<file path="src/rtl/jt51_mixacc.sv">
// jt51_mixacc: sums carrier operators per channel and mixes the eight channels
// into saturated 16-bit left/right samples, one sample strobe per 32-slot frame.
module jt51_mixacc (
    input  logic               clk,
    input  logic               rst,
    input  logic               cen,
    input  logic               zero,
    input  logic signed [13:0] op_XVII,
    input  logic        [2:0]  con,
    input  logic        [1:0]  rl,
    output logic signed [15:0] left,
    output logic signed [15:0] right,
    output logic               sample
);
    logic        [4:0]  r_slot;
    logic signed [15:0] r_chacc [0:7];
    logic signed [18:0] r_mixl;
    logic signed [18:0] r_mixr;
    logic               r_trunc;

    logic        [4:0]  w_slot;
    logic        [2:0]  w_ch;
    logic        [1:0]  w_group;
    logic               w_carrier;
    logic               w_resync;
    logic signed [15:0] w_term;
    logic signed [15:0] w_chtot;
    logic signed [18:0] w_gl;
    logic signed [18:0] w_gr;
    logic signed [18:0] w_suml;
    logic signed [18:0] w_sumr;

    function automatic logic signed [15:0] sat16(input logic signed [18:0] v);
        if (v > 19'sd32767)
            return 16'sh7fff;
        else if (v < -19'sd32768)
            return 16'sh8000;
        else
            return v[15:0];
    endfunction

    // A zero marker forces the current cycle to be slot 0 regardless of the counter.
    assign w_slot   = zero ? 5'd0 : r_slot;
    assign w_ch     = w_slot[2:0];
    assign w_group  = w_slot[4:3];
    assign w_resync = zero && (r_slot != 5'd0);

    always_comb begin
        w_carrier = 1'b1;
        case (w_group)
            2'd0:    w_carrier = (con == 3'd7);
            2'd1:    w_carrier = (con >= 3'd5);
            2'd2:    w_carrier = (con >= 3'd4);
            default: w_carrier = 1'b1;
        endcase
    end

    assign w_term  = w_carrier ? {{2{op_XVII[13]}}, op_XVII} : 16'sd0;
    assign w_chtot = r_chacc[w_ch] + w_term;
    assign w_gl    = rl[0] ? {{3{w_chtot[15]}}, w_chtot} : 19'sd0;
    assign w_gr    = rl[1] ? {{3{w_chtot[15]}}, w_chtot} : 19'sd0;
    assign w_suml  = r_mixl + w_gl;
    assign w_sumr  = r_mixr + w_gr;

    always_ff @(posedge clk) begin
        if (rst) begin
            r_slot <= 5'd0;
            for (int i = 0; i < 8; i++)
                r_chacc[i] <= 16'sd0;
            r_mixl  <= 19'sd0;
            r_mixr  <= 19'sd0;
            r_trunc <= 1'b0;
            left    <= 16'sd0;
            right   <= 16'sd0;
            sample  <= 1'b0;
        end else if (cen) begin
            r_slot <= w_slot + 5'd1;

            case (w_group)
                2'd0:       r_chacc[w_ch] <= w_term;
                2'd1, 2'd2: r_chacc[w_ch] <= r_chacc[w_ch] + w_term;
                default:    r_chacc[w_ch] <= r_chacc[w_ch];
            endcase

            // C2 slots 24..31 carry each channel's final total into the mix.
            if (w_slot == 5'd24) begin
                r_mixl <= w_gl;
                r_mixr <= w_gr;
            end else if (w_slot > 5'd24) begin
                r_mixl <= w_suml;
                r_mixr <= w_sumr;
            end

            sample <= 1'b0;
            if (w_slot == 5'd31) begin
                r_trunc <= 1'b0;
                if (!r_trunc) begin
                    left   <= sat16(w_suml);
                    right  <= sat16(w_sumr);
                    sample <= 1'b1;
                end
            end else if (w_resync) begin
                r_trunc <= 1'b1;
            end
        end
    end
endmodule

</file>
<file path="config.mk">
export PLATFORM = sky130hd
export DESIGN_NAME = jt51_mixacc
export DESIGN_NICKNAME = d
export VERILOG_FILES = /design/src/rtl/jt51_mixacc.sv
export SDC_FILE = /design/constraint.sdc
export NUM_CORES = 1
export LEC_CHECK = 0
export ABC_AREA = 1
export CORE_UTILIZATION = 34
export DETAILED_ROUTE_END_ITERATION = 10
export DONT_BUFFER_PORTS = 1
export PLACE_DENSITY_LB_ADDON = 0.1
export SLEW_MARGIN = 10
export SYNTH_ARGS = -nofsm -noshare
export SYNTH_HDL_FRONTEND = slang
export SYNTH_SLANG_ARGS = --single-unit
</file>
<file path="constraint.sdc">
create_clock -name clk -period 9.6 [get_ports clk]
set_input_delay 0.96 -clock clk [delete_from_list [all_inputs] [get_ports clk]]
set_output_delay 0.96 -clock clk [all_outputs]
set_load 0.01 [all_outputs]
</file>
==> summary by stage <==
Floorplan
The die is 191 um tall. The number of core rows is 69. Measured along the x axis, the die boundary spans 191 um. The core region is 35,500 sq um.

56 I/O pins were placed. The starting density of the core is 34.4%. The die outline area is 36,600 sq um.

Timing
Setup violations remaining at the end of the flow were counted as 0. Summed over all failing endpoints, the final setup total negative slack is 0 ps. The post-route minimum period is 6380 ps. Setup repair after global routing left no endpoint under its margin. The worst slew margin relative to its limit is 24.0%.

The peak clock frequency supported by timing is 157 MHz. The worst setup skew after layout is 15.8 ps. The final worst-path cycle share is 66.5%. The tightest hold path in the finished design has a slack of 467 ps. After layout, the worst setup slack is 3220 ps.

For the pin with the worst max-slew slack, the measured transition is 1140 ps. The final-report max-slew violation count is 0. The number of failing hold endpoints at the final stage is 0.

Route
The detailed router used layers up to and including met4. The detailed router put a total of 19,300 um of wire on met1. Once detail routing completed, the nets flagged for antenna violations numbered 0. The detailed-router iteration count before antenna repair is 5. The number of vias in the routed layout is 10,140. After the first detailed-routing iteration, the DRC count stood at 703.

In the routed layout, each cell is associated on average with a via count of 5.22. The count of unresolved DRC violations after routing is 0. The met3 routed wirelength is 2060 um. The met2 wire length is 16,100 um. The final layout contains routed wiring with a total length of 38,200 um. The post-detailed-route wirelength per cell is 19.7 um.

Placed design
In this run the cell area measured after placement is 12,700 sq um. Before CTS, the worst setup slack after placement is 2700 ps. The HPWL after detailed placement is 25,400 um. The instance count after placement with tap cells included is 1,899.

Routability-driven placement finished with a final weighted congestion of 0.857. The count of buffers from port buffering is 0.

CTS
The number of buffers on the longest clock path is 3. Clock-pin slew was measured on the worst setup and hold paths at 60 ps. After clock tree synthesis, the repair step resized 0 gates. The TritonCTS buffer count is 25. The TritonCTS clock tree is built.

The number of buffers inserted for hold repair after clock tree synthesis is 0. CTS placed an instance of sky130_fd_sc_hd__clkbuf_16 at the clock tree root. The latest clock arrival within the worst-skew pair is 550 ps. The total setup buffers inserted after CTS is 0. Counting every sink on the clock net gives 205. In this run the number of H-tree levels came out at 1.

Status
The run finished with clean final reports.

Global route
For this run the aggregate overflow at the end of global routing stands at 0. The first global-routing pass estimated 58,600 um of wire. The number of global-route vias before repair is 9,677. The maximum number of pins on one net before global-route repair is 64.

The number of antenna violations at the first check in global routing came to 0. The overall routing resource usage is 21.1%.

Setup path
The critical setup path kind is reg -> reg. The largest individual stage delay along the critical path comes from the cell sky130_fd_sc_hd__dfxtp_1. The worst setup path is captured at a flip-flop. For the worst flop-to-flop path, the logic depth is 28. In this design, the largest share of critical-path delay is due to simple AND/OR/NAND/NOR gates. STA puts the critical path data arrival time at 6780 ps. The endpoint required time on the critical path is 10,000 ps. The kind of launch point of the worst setup path is a flip-flop. Counting both buffers and inverters, the worst setup path holds a total of 4. The depth of the critical timing path with buffers and inverters included is 28. Of all nets on the critical path, the largest fanout is 13.

The largest incremental delay on the critical path is 550 ps.

Cells and area
The count of antenna diodes in the layout is 0. The layout has 3,664 filler cells. With fillers left out, the area of the finished cells amounts to 13,500 sq um. Excluding fillers, the count of instances in the completed layout stands at 1,941. The post-route netlist has 8.45% of its cells at a drive strength greater than 1. In the final layout, the multi-input gates occupy 6020 sq um. In the final design database the tool counted 1,549 nets. The area added between synthesis and finish is 10.4%. Registers take 5390 sq um.

Hold path
The worst hold path stage count is 2. In this run the worst hold path is classified as reg -> reg.

Power and ir drop
The static leakage is 0.00549 uW. The internal power of the cells totals 1600 uW. In this run the power density over the cells is 161 nW/um^2. The worst-case vdd ir drop is 0.120 mV.

The power share of the clock group is 44.9%. The switching part of the total is 26.0%. In this run the power spent charging and discharging nets is 562 uW. The fraction of power consumed by sequential logic is 44.4%.

Of the total power, combinational logic draws 10.7%.

Synthesis
The synthesized instance count is 1,479. Of all cell types, the one taking the most synthesized area is sky130_fd_sc_hd__edfxtp_1. The number of distinct standard cells referenced by the synthesized netlist is 54. The synthesized area per cell is 8.25 sq um. The net count after synthesis is 1,563. Of the post-synthesis cell area, the dominant cell type holds 31.5%. The most repeated cell in the gate-level netlist after synthesis is sky130_fd_sc_hd__nand2_1.

The proportion of synthesized flip-flops having asynchronous set or reset is 0%. Among all flip-flop cells after synthesis, the most frequent one is sky130_fd_sc_hd__edfxtp_1. Ranked by instance count, the synthesized netlist is headed by sky130_fd_sc_hd__nand2_1, sky130_fd_sc_hd__nor2_1, sky130_fd_sc_hd__o21ai_0.

The number of synthesized register bits is 205. The count of synthesis-stage warnings from yosys is 0. The share of the Yosys chip area taken by registers is 44.1%.

The number of synthesized flops with an enable pin is 128. By area the synthesized netlist is led by sky130_fd_sc_hd__edfxtp_1, sky130_fd_sc_hd__dfxtp_1, sky130_fd_sc_hd__nand2_1. The combined area of all synthesized cells is 12,200 sq um.

Job
The number of maximum-capacitance violations is 0.
[worst paths after layout]
check                                start    endpoint  slack, ps
worst max-delay path             r_slot[2]     left[2]       3220
worst min-delay path            r_mixr[12]  r_mixr[12]        470
worst max register to register   r_slot[2]     left[2]       3220
worst min register to register  r_mixr[12]  r_mixr[12]        470
[worst register-to-register path: cells and delay by family (launching register included)]
kind | cells | cell delay, ps
simple gates | 14 | 1770
buf+inv | 4 | 1130
compound gates | 7 | 1550
fa+ha+maj | 2 | 760
flops | 1 | 550
xor+xnor | 1 | 480
[cells by family after synthesis]
logic type | synth area share, %
xor+xnor | 3.01
simple gates | 20.2
mux | 0.0820
buf+inv | 6.57
flops | 44.1
fa+ha+maj | 6.44
compound gates | 19.6
[per-layer routing]
metal / global-route usage (%) / vias up
li1: - / 5000
met1: 31.6 / 4858
met2: 31.8 / 238
met3: 3.19 / 44
met4: 4.37 / 0
met5: 0 / -
[area by class of cell]
type,count,share of cell area [%]
Sequential cell,205,40.0
Clock inverter,8,0.882
Tap cell,461,4.28
Inverter,141,3.95
Clock buffer,34,5.19
Timing Repair Buffer,19,1.06
Multi-Input combinational cell,1073,44.7
[power groups by stage]
stage / Sequential (uW) / Combinational, uW / Clock (uW)
after floorplan: 978 / 165 / 0
after global placement: 980 / 233 / 0
after detailed placement: 981 / 233 / 0
after CTS: 962 / 234 / 988
after global routing: 964 / 258 / 1020
final: 962 / 232 / 972
[per-stage QoR]
step / total power, uW / utilization (%)
after CTS: 2180 / 38.0
final: 2170 / 38.0
after global placement: 1210 / 35.7
after global routing: 2240 / 38.0
after detailed placement: 1210 / 35.7
after floorplan: 1140 / -
[state kept, by name, indices dropped and copies added (netlist names)]
signal	cells
r_chacc	128
r_mixl	19
r_mixr	19
left	16
right	16
r_slot	5
r_trunc	1
sample	1
[cell usage in the layout, fill, tap and decap left out, types with 19 or more instances in the layout]
cell type	instances
sky130_fd_sc_hd__nor2_1	229
sky130_fd_sc_hd__inv_1	128
sky130_fd_sc_hd__xor2_1	26
sky130_fd_sc_hd__nand3_1	42
sky130_fd_sc_hd__a21oi_1	113
sky130_fd_sc_hd__o21ai_0	138
sky130_fd_sc_hd__dfxtp_1	77
sky130_fd_sc_hd__o21a_1	25
sky130_fd_sc_hd__buf_4	19
sky130_fd_sc_hd__o211ai_1	20
sky130_fd_sc_hd__nand2_1	252
sky130_fd_sc_hd__clkbuf_16	25
sky130_fd_sc_hd__edfxtp_1	128
sky130_fd_sc_hd__ha_1	58
No activity file was read; power rests on OpenSTA's default activity.
